--- config.mk ---
export PLATFORM = sky130hd
export DESIGN_NAME = pipeline_controller
export DESIGN_NICKNAME = d
export VERILOG_FILES = /design/src/rtl/pipeline_controller.sv
export SDC_FILE = /design/constraint.sdc
export NUM_CORES = 1
export LEC_CHECK = 0
export ABC_AREA = 1
export CORE_ASPECT_RATIO = 1.1
export CORE_MARGIN = 4
export CORE_UTILIZATION = 31
export DETAILED_ROUTE_END_ITERATION = 8
export HOLD_SLACK_MARGIN = 0.06
export PLACE_DENSITY = 0.73
export RECOVER_POWER = 100
export SLEW_MARGIN = 10
export SYNTH_ARGS = -nofsm -noshare
export SYNTH_HDL_FRONTEND = slang
export SYNTH_SLANG_ARGS = --single-unit
--- constraint.sdc ---
create_clock -name clk -period 0.95 [get_ports clk]
set_input_delay 0.19 -clock clk [delete_from_list [all_inputs] [get_ports clk]]
set_output_delay 0.19 -clock clk [all_outputs]
set_load 0.01 [all_outputs]
--- src/rtl/pipeline_controller.sv ---
// rtl/pipeline_controller.sv - pipelined ARM-style control unit: decode, E/M/W control registers, flags
// Conditional execution is enabled by defining COND_EXEC_EN; otherwise every instruction executes.
module pipeline_controller (
  input  logic        clk,
  input  logic        reset,
  input  logic [19:0] InstrD,
  input  logic [3:0]  ALUFlags,
  input  logic        FlushE,
  output logic [1:0]  RegSrcD,
  output logic [1:0]  ImmSrcD,
  output logic        ALUSrcE,
  output logic [1:0]  ALUControlE,
  output logic        BranchTakenE,
  output logic        MemtoRegE,
  output logic        MemWriteM,
  output logic        RegWriteM,
  output logic        RegWriteW,
  output logic        MemtoRegW,
  output logic        PCSrcW,
  output logic        PCWrPendingF
);

  logic [3:0] cond_d;
  logic [1:0] op_d;
  logic [5:0] funct_d;
  logic [3:0] rd_d;

  assign cond_d  = InstrD[19:16];
  assign op_d    = InstrD[15:14];
  assign funct_d = InstrD[13:8];
  assign rd_d    = InstrD[3:0];

  logic       reg_write_d;
  logic       mem_to_reg_d;
  logic       mem_write_d;
  logic       branch_d;
  logic       alu_src_d;
  logic [1:0] alu_control_d;
  logic [1:0] flag_write_d;
  logic       pcs_d;
  logic       dp_d;
  logic       add_sub_d;

  always_comb begin
    reg_write_d   = 1'b0;
    mem_to_reg_d  = 1'b0;
    mem_write_d   = 1'b0;
    branch_d      = 1'b0;
    alu_src_d     = 1'b0;
    alu_control_d = 2'b00;
    RegSrcD       = 2'b00;
    case (op_d)
      2'b00: begin
        alu_src_d   = funct_d[5];
        reg_write_d = 1'b1;
        case (funct_d[4:1])
          4'b0100: alu_control_d = 2'b00;
          4'b0010: alu_control_d = 2'b01;
          4'b0000: alu_control_d = 2'b10;
          4'b1100: alu_control_d = 2'b11;
          default: begin
            alu_control_d = 2'b00;
            reg_write_d   = 1'b0;
          end
        endcase
      end
      2'b01: begin
        alu_src_d = 1'b1;
        if (funct_d[0]) begin
          mem_to_reg_d = 1'b1;
          reg_write_d  = 1'b1;
        end else begin
          mem_write_d = 1'b1;
          RegSrcD[1]  = 1'b1;
        end
      end
      2'b10: begin
        branch_d   = 1'b1;
        alu_src_d  = 1'b1;
        RegSrcD[0] = 1'b1;
      end
      default: ;
    endcase
  end

  assign dp_d         = (op_d == 2'b00);
  assign add_sub_d    = (funct_d[4:1] == 4'b0100) | (funct_d[4:1] == 4'b0010);
  assign flag_write_d = {funct_d[0] & dp_d, funct_d[0] & dp_d & add_sub_d};
  assign pcs_d        = ((rd_d == 4'hf) & reg_write_d) | branch_d;
  assign ImmSrcD      = op_d;

  // Decode -> Execute; a flush squashes only the fields that cause side effects
  logic       reg_write_e;
  logic       mem_to_reg_e;
  logic       mem_write_e;
  logic       pcs_e;
  logic       branch_e;
  logic       alu_src_e;
  logic [1:0] alu_control_e;
  logic [1:0] flag_write_e;
  logic [3:0] cond_e;

  always_ff @(posedge clk or negedge reset) begin
    if (!reset) begin
      reg_write_e   <= 1'b0;
      mem_to_reg_e  <= 1'b0;
      mem_write_e   <= 1'b0;
      pcs_e         <= 1'b0;
      branch_e      <= 1'b0;
      alu_src_e     <= 1'b0;
      alu_control_e <= 2'b00;
      flag_write_e  <= 2'b00;
      cond_e        <= 4'h0;
    end else begin
      reg_write_e   <= reg_write_d & ~FlushE;
      mem_write_e   <= mem_write_d & ~FlushE;
      pcs_e         <= pcs_d & ~FlushE;
      branch_e      <= branch_d & ~FlushE;
      flag_write_e  <= flag_write_d & {2{~FlushE}};
      mem_to_reg_e  <= mem_to_reg_d;
      alu_src_e     <= alu_src_d;
      alu_control_e <= alu_control_d;
      cond_e        <= cond_d;
    end
  end

  logic [3:0] flags_e;
  logic       cond_ex_e;

`ifdef COND_EXEC_EN
  logic flag_n, flag_z, flag_c, flag_v;
  assign {flag_n, flag_z, flag_c, flag_v} = flags_e;

  always_comb begin
    cond_ex_e = 1'b0;
    case (cond_e)
      4'b0000: cond_ex_e = flag_z;
      4'b0001: cond_ex_e = ~flag_z;
      4'b0010: cond_ex_e = flag_c;
      4'b0011: cond_ex_e = ~flag_c;
      4'b0100: cond_ex_e = flag_n;
      4'b0101: cond_ex_e = ~flag_n;
      4'b0110: cond_ex_e = flag_v;
      4'b0111: cond_ex_e = ~flag_v;
      4'b1000: cond_ex_e = flag_c & ~flag_z;
      4'b1001: cond_ex_e = ~flag_c | flag_z;
      4'b1010: cond_ex_e = (flag_n == flag_v);
      4'b1011: cond_ex_e = (flag_n != flag_v);
      4'b1100: cond_ex_e = ~flag_z & (flag_n == flag_v);
      4'b1101: cond_ex_e = flag_z | (flag_n != flag_v);
      4'b1110: cond_ex_e = 1'b1;
      default: cond_ex_e = 1'b0;
    endcase
  end
`else
  assign cond_ex_e = 1'b1;
  logic unused_cond;
  assign unused_cond = ^{cond_e, flags_e};
`endif

  // Flags commit at the edge the setter leaves Execute, so the next instruction sees them
  always_ff @(posedge clk or negedge reset) begin
    if (!reset) begin
      flags_e <= 4'h0;
    end else begin
      if (flag_write_e[1] & cond_ex_e) flags_e[3:2] <= ALUFlags[3:2];
      if (flag_write_e[0] & cond_ex_e) flags_e[1:0] <= ALUFlags[1:0];
    end
  end

  logic reg_write_m;
  logic mem_to_reg_m;
  logic mem_write_m;
  logic pcs_m;
  logic reg_write_w;
  logic mem_to_reg_w;
  logic pcs_w;

  always_ff @(posedge clk or negedge reset) begin
    if (!reset) begin
      reg_write_m  <= 1'b0;
      mem_to_reg_m <= 1'b0;
      mem_write_m  <= 1'b0;
      pcs_m        <= 1'b0;
      reg_write_w  <= 1'b0;
      mem_to_reg_w <= 1'b0;
      pcs_w        <= 1'b0;
    end else begin
      reg_write_m  <= reg_write_e & cond_ex_e;
      mem_write_m  <= mem_write_e & cond_ex_e;
      pcs_m        <= pcs_e & cond_ex_e;
      mem_to_reg_m <= mem_to_reg_e;
      reg_write_w  <= reg_write_m;
      mem_to_reg_w <= mem_to_reg_m;
      pcs_w        <= pcs_m;
    end
  end

  logic unused_instr;
  assign unused_instr = ^InstrD[7:4];

  assign ALUSrcE      = alu_src_e;
  assign ALUControlE  = alu_control_e;
  assign MemtoRegE    = mem_to_reg_e;
  assign BranchTakenE = branch_e & cond_ex_e;
  assign MemWriteM    = mem_write_m;
  assign RegWriteM    = reg_write_m;
  assign RegWriteW    = reg_write_w;
  assign MemtoRegW    = mem_to_reg_w;
  assign PCSrcW       = pcs_w;
  assign PCWrPendingF = pcs_d | pcs_e | pcs_m;

endmodule

* Word level (Yosys, flattened, before mapping) *
Index checks and enable logic that the tools add are counted.

word-level totals
  word-level logic and storage cells = 43
  input port bits = 27
  bits in registers = 15
  output and inout port bits = 15

operators by class
  eq/ne operators = 6
  multiplexer cells = 10
  reduce and logical (&&, ||, !) cells = 4
  bitwise operators = 9

operators with widths
  operator                                                         number
  4-bit == test, second input constant                             2
  1-bit 2-to-1 mux                                                 6
  2-bit case mux with 3 select lines                               1
  1-bit bitwise AND                                                5
  4-bit by 2-bit == test with 1-bit output, second input constant  1
  4-bit by 3-bit == test with 1-bit output, second input constant  1
  4-bit zero test                                                  1
  1-bit case mux with 2 select lines                               2
  4-bit OR reduction                                               1
  1-bit bitwise OR                                                 3
  2-bit by 1-bit == test with 1-bit output, second input constant  1
  2-bit == test, second input constant                             1
  2-bit zero test                                                  1
  2-bit 2-to-1 mux                                                 1
  2-bit OR reduction                                               1
  1-bit inverter                                                   1

* Logic depth before layout (Yosys ltp) *
  word-level depth = 8
  depth in mapped cells = 8
  depth with buffers taken out = 8

* Worst setup path before layout *
No wires, ideal clock.

  path kind = input to output
  start = in InstrD[14]
  end = out PCWrPendingF
  cell stages on the path = 8
  arrival = 838 ps
  path slack = -78 ps
  data required time = 760 ps
  path buffers = 0
  cell sequence = inv_1 > ha_1 > inv_1 > nor2_2 > nand2_1 > nand2_1 > nand2_2 > nand3_1

on the way
  word-level cells in the longest chain between the ends = 6
  elaborated cells between the ends (all ways) = 9
  classes of those cells = 2 x eq/ne; 2 x mux; 4 x bitwise; 1 x reduce/logical

RTL lines
  item                                                                                line  source
  from (decl)                                                                         6     input logic [19:0] InstrD,
  2-bit by 1-bit == test with 1-bit output / 2-bit zero test (equally long branches)  52    case (op_d)
  1-bit case mux with 2 select lines                                                  52
  1-bit bitwise AND                                                                   89    assign pcs_d = ((rd_d == 4'hf) & reg_write_d) | branch_d;
  1-bit bitwise OR (*)                                                                89
  1-bit bitwise OR (*) (2 in series)                                                  211   assign PCWrPendingF = pcs_d | pcs_e | pcs_m;
  to (decl)                                                                           20    output logic PCWrPendingF

Mark *: on every way between the ends. The rest lies on a longest branch, timed or not.

* Worst setup path in the final report *
  start = reg pcs_e
  end = out PCWrPendingF

on the way
  word-level cells in the longest chain between the ends = 2

RTL lines
  item                            line  source
  from (decl)                     96    logic pcs_e;
  from (signal assigned)          117   pcs_e <= pcs_d & ~FlushE;
  1-bit bitwise OR (2 in series)  211

No other way between the ends.

==> parameters.txt <==
Parameter                              Value

Logic synthesis
  Synth Area in XOR/XNOR    0%
  Simple logic cell fraction of the synthesized area    17.0%
  Post-synthesis sequential area ratio    around 60%
  Adder and majority cell fraction of the synthesized area    roughly 8.0%
  Synthesized netlist cell count    58
  Area share of the largest cell type after synthesis    between 50 and 60%
  Area leader, netlist    sky130_fd_sc_hd__dfrtp_1
  Mean cell area of the mapped netlist    10.8 um^2
  Number of nets in the synthesized netlist    89
  Largest family of logic cells by synthesized area    simple AND/OR/NAND/NOR gates
  Syn Std Cell Area    627 um^2
  Number of warning messages in the yosys log    0
  Mux cell area share after synthesis    0%
  Distinct cells, synth    15
  Biggest area contributors in the synthesized netlist    sky130_fd_sc_hd__dfrtp_1, sky130_fd_sc_hd__ha_1, sky130_fd_sc_hd__inv_1, sky130_fd_sc_hd__buf_4, sky130_fd_sc_hd__nand2_1
  Number of storage elements in the synthesis netlist    15
  Area fraction in compound gates after synthesis    around 5.0%

STA
  Actual slew at the worst max-slew pin    about 0.34 ns
  Number of max-slew violations in the final report    0
  Final-report hold violation count    0
  Worst hold slack across all endpoints    between 0.15 and 0.2 ns
  Final setup violation count    12
  Worst relative slew slack    between 70% and 80%
  Final worst setup slack    -0.230 ns
  Worst clock skew on the final layout    approximately 0.000086 ns
  Setup repair after global routing missed its margin    yes
  Achievable frequency    between 800 and 900 MHz
  Time the final worst path needs with I/O delays and setup    1.18 ns
  Fraction of the cycle the final worst path needs    124%

Worst setup path
  Start point of the critical path    pcs_e
  Total buffers and inverters traversed by the critical path    1
  Flop-to-flop setup slack    ~0.34 ns
  Worst R2R End    mem_to_reg_m
  Depth of the worst register-to-register path    1
  Critical path peak fanout    2
  Capturing instance or port of the critical path    PCWrPendingF
  Cell with the largest stage delay on the worst path    sky130_fd_sc_hd__dfrtp_1
  Critical path class    reg -> out
  Arrival time of the worst setup path    a little under 1 ns
  Total stage count of the critical path    3
  Data required time of the worst path    between 0.7 and 0.8 ns
  Reg-to-reg startpoint    MemtoRegE
  Nature of the critical path endpoint    output pin
  Category of the worst setup path launch point    register
  Delay-heaviest family, CP    flip-flops
  Cell-by-cell trace of the critical path    nor2_2 > nand3_2 > buf_6
  Slowest Stage Delay on Critical Path    0.39 ns

Route
  Starting DRC count in detailed routing    7
  Wire length after detailed routing    between 1.5 and 2 mm
  Post-route antenna net violation count    0
  Number of detailed-route iterations in the first pass    4
  Post-detailed-route wirelength per cell    ~11 um
  Residual DRC count    0
  Vias after detailed routing    549
  Via/cell ratio    4.04

Power and ir drop
  Leakage power summed over all cells    0.000604 uW
  Overall power after layout    1310 uW
  Maximum vdd drop    ~0.00048 V
  Power Dens Cells    roughly 1100 nW/um^2

Global route
  Number of global-route vias before repair    548
  Number of antenna violations at the first check in global routing    0
  Wire length of the first global-routing pass    approximately 2.3 mm
  Maximum number of pins on one net before global-route repair    16
  Total track usage    a little under an eighth
  GR Overflow Total    0

Final layout
  Flip-flop count of the largest register after layout    2
  Post-layout net count    141
  Number of antenna cells inserted    0
  Design area    about 1100 um^2
  Footprint of the flip-flops and latches    approximately 380 um^2
  Area delta synth->final    83.2%
  Utilization after layout    62.4%
  Filler Cell Count    ~160
  Share of cells above drive strength 1    ~60%
  Area taken by multi-input logic gates    around 260 um^2

Clock network
  Insertion delay to the later sink of the worst-skew pair    around 0.27 ns
  Clock sinks    15
  Number of buffers created by CTS    3
  Clock Tree Buf Depth    2
  CTS tree    built
  CTS H-Tree Depth    1
  Clock slew at the register clock pins of the worst setup and hold paths    approximately 0.09 ns
  Root buffer selected by CTS    sky130_fd_sc_hd__clkbuf_4

Floorplanning
  Total number of placement rows    16
  Chip Height    between 50 and 60 um
  Starting density of the core    between 30% and 40%
  Horiz. Die Dim    a little over 50 um
  Die outline area    between 2000 and 3000 um^2
  Count of boundary I/O pins    42
  Core Box Area    roughly 1800 um^2

Run status
  Status    complete, but fails checks
  Failing checks    setup timing

Placement
  Port Buf Inserts    29
  Placed wire-length estimate    between 1 and 1.5 mm
  Post-placement worst setup slack    -1.11 ns
  GP Congestion    0.728
  Placed cell areas    around 1100 um^2

Job
  Number of max-cap violations    0

Hold path
  Hold Path Class    in -> reg
worst min-delay path, cell delays in order:
cell and delay, ns:
sky130_fd_sc_hd__buf_6 0.10, sky130_fd_sc_hd__nand2_1 0.08, sky130_fd_sc_hd__a21oi_1 0.06
area by class of cell:
class                           count  area share, %
Inverter                            9           3.81
Sequential cell                    15           32.7
Multi-Input combinational cell     30           22.5
Clock inverter                      1          0.654
Clock buffer                        3           1.96
Tap cell                           27           2.94
Timing Repair Buffer               51           35.4
layer usage:
layer	routed length (um)	GRT usage, %	vias up
li1	-	-	275
met5	0	0	-
met2	848	24.1	17
met4	6	5.38	0
met1	558	10.9	255
met3	100	2.41	2
where the power goes:
| part | internal (uW) | switching [uW] | leakage (uW) |
|---|---|---|---|
| sequential | 662 | 7.63 | 0.000202 |
| clock | 160 | 198 | 0.0000139 |
| combinational | 152 | 130 | 0.000388 |
| total | 975 | 336 | 0.000604 |
kinds of logic (layout without fill, tap and decap cells):
group                    after synthesis  after routing
AND/OR/NAND/NOR                       21             21
flip-flops                            15             15
buffers and inverters                 13             64
AO/OA/AOI/OAI                          5              5
adder cells (fa/ha/maj)                4              4
worst min path at each step:
| stage | start | end | slack, ns | cells past startpoint |
|---|---|---|---|---|
| finish | InstrD[11] | ALUControlE[1] | 0.18 | 3 |
| global route | InstrD[11] | ALUControlE[1] | 0.18 | 3 |
| CTS | InstrD[11] | ALUControlE[1] | 0.16 | 3 |
| detailed placement | reg_write_e | RegWriteM | 0.34 | 0 |
| global placement | mem_write_e | MemWriteM | 0.33 | 0 |
| floorplan | reset | ALUControlE[0] | -0.11 | 0 |
synthesized netlist by cell type:
master                    count
sky130_fd_sc_hd__o21a_1       1
sky130_fd_sc_hd__nand3_1      1
sky130_fd_sc_hd__ha_1         4
sky130_fd_sc_hd__buf_4        4
sky130_fd_sc_hd__nand2_1      8
sky130_fd_sc_hd__nor2_2       1
sky130_fd_sc_hd__nor3_1       3
sky130_fd_sc_hd__a21oi_2      1
sky130_fd_sc_hd__a21oi_1      3
sky130_fd_sc_hd__dfrtp_1     15
sky130_fd_sc_hd__nor2_4       1
sky130_fd_sc_hd__inv_1        9
sky130_fd_sc_hd__nor2_1       4
sky130_fd_sc_hd__nand2_4      1
sky130_fd_sc_hd__nand2_2      2
stage by stage:
stage / setup TNS (ns) / instances
finish: -0.504 / 136
global placement: -8.42 / 124
CTS: -0.627 / 136
detailed placement: -8.90 / 124
floorplan: 0 / 58
global route: -1.06 / 136
repair_timing:
action,4_1_cts,5_1_grt
hold buffers,0,0
hold endpoints to repair,0,0
cloned,0,0
pin swaps,15,2
endpoints found under the setup margin,23,14
gates resized for setup,107,3
setup buffers,11,0
cells in the final DEF (no fill, tap or decap), types with 4 or more instances in the layout:
cell                            netlist  final
sky130_fd_sc_hd__dlygate4sd2_1        0      8
sky130_fd_sc_hd__dfrtp_1             15     15
sky130_fd_sc_hd__buf_2                0     11
sky130_fd_sc_hd__buf_6                0      8
sky130_fd_sc_hd__nand2_1              8      4
sky130_fd_sc_hd__clkbuf_4             0      4
sky130_fd_sc_hd__inv_2                0      4
sky130_fd_sc_hd__buf_4                4     13
sky130_fd_sc_hd__nand2_2              2      6
(Power assumes the default switching activity.)
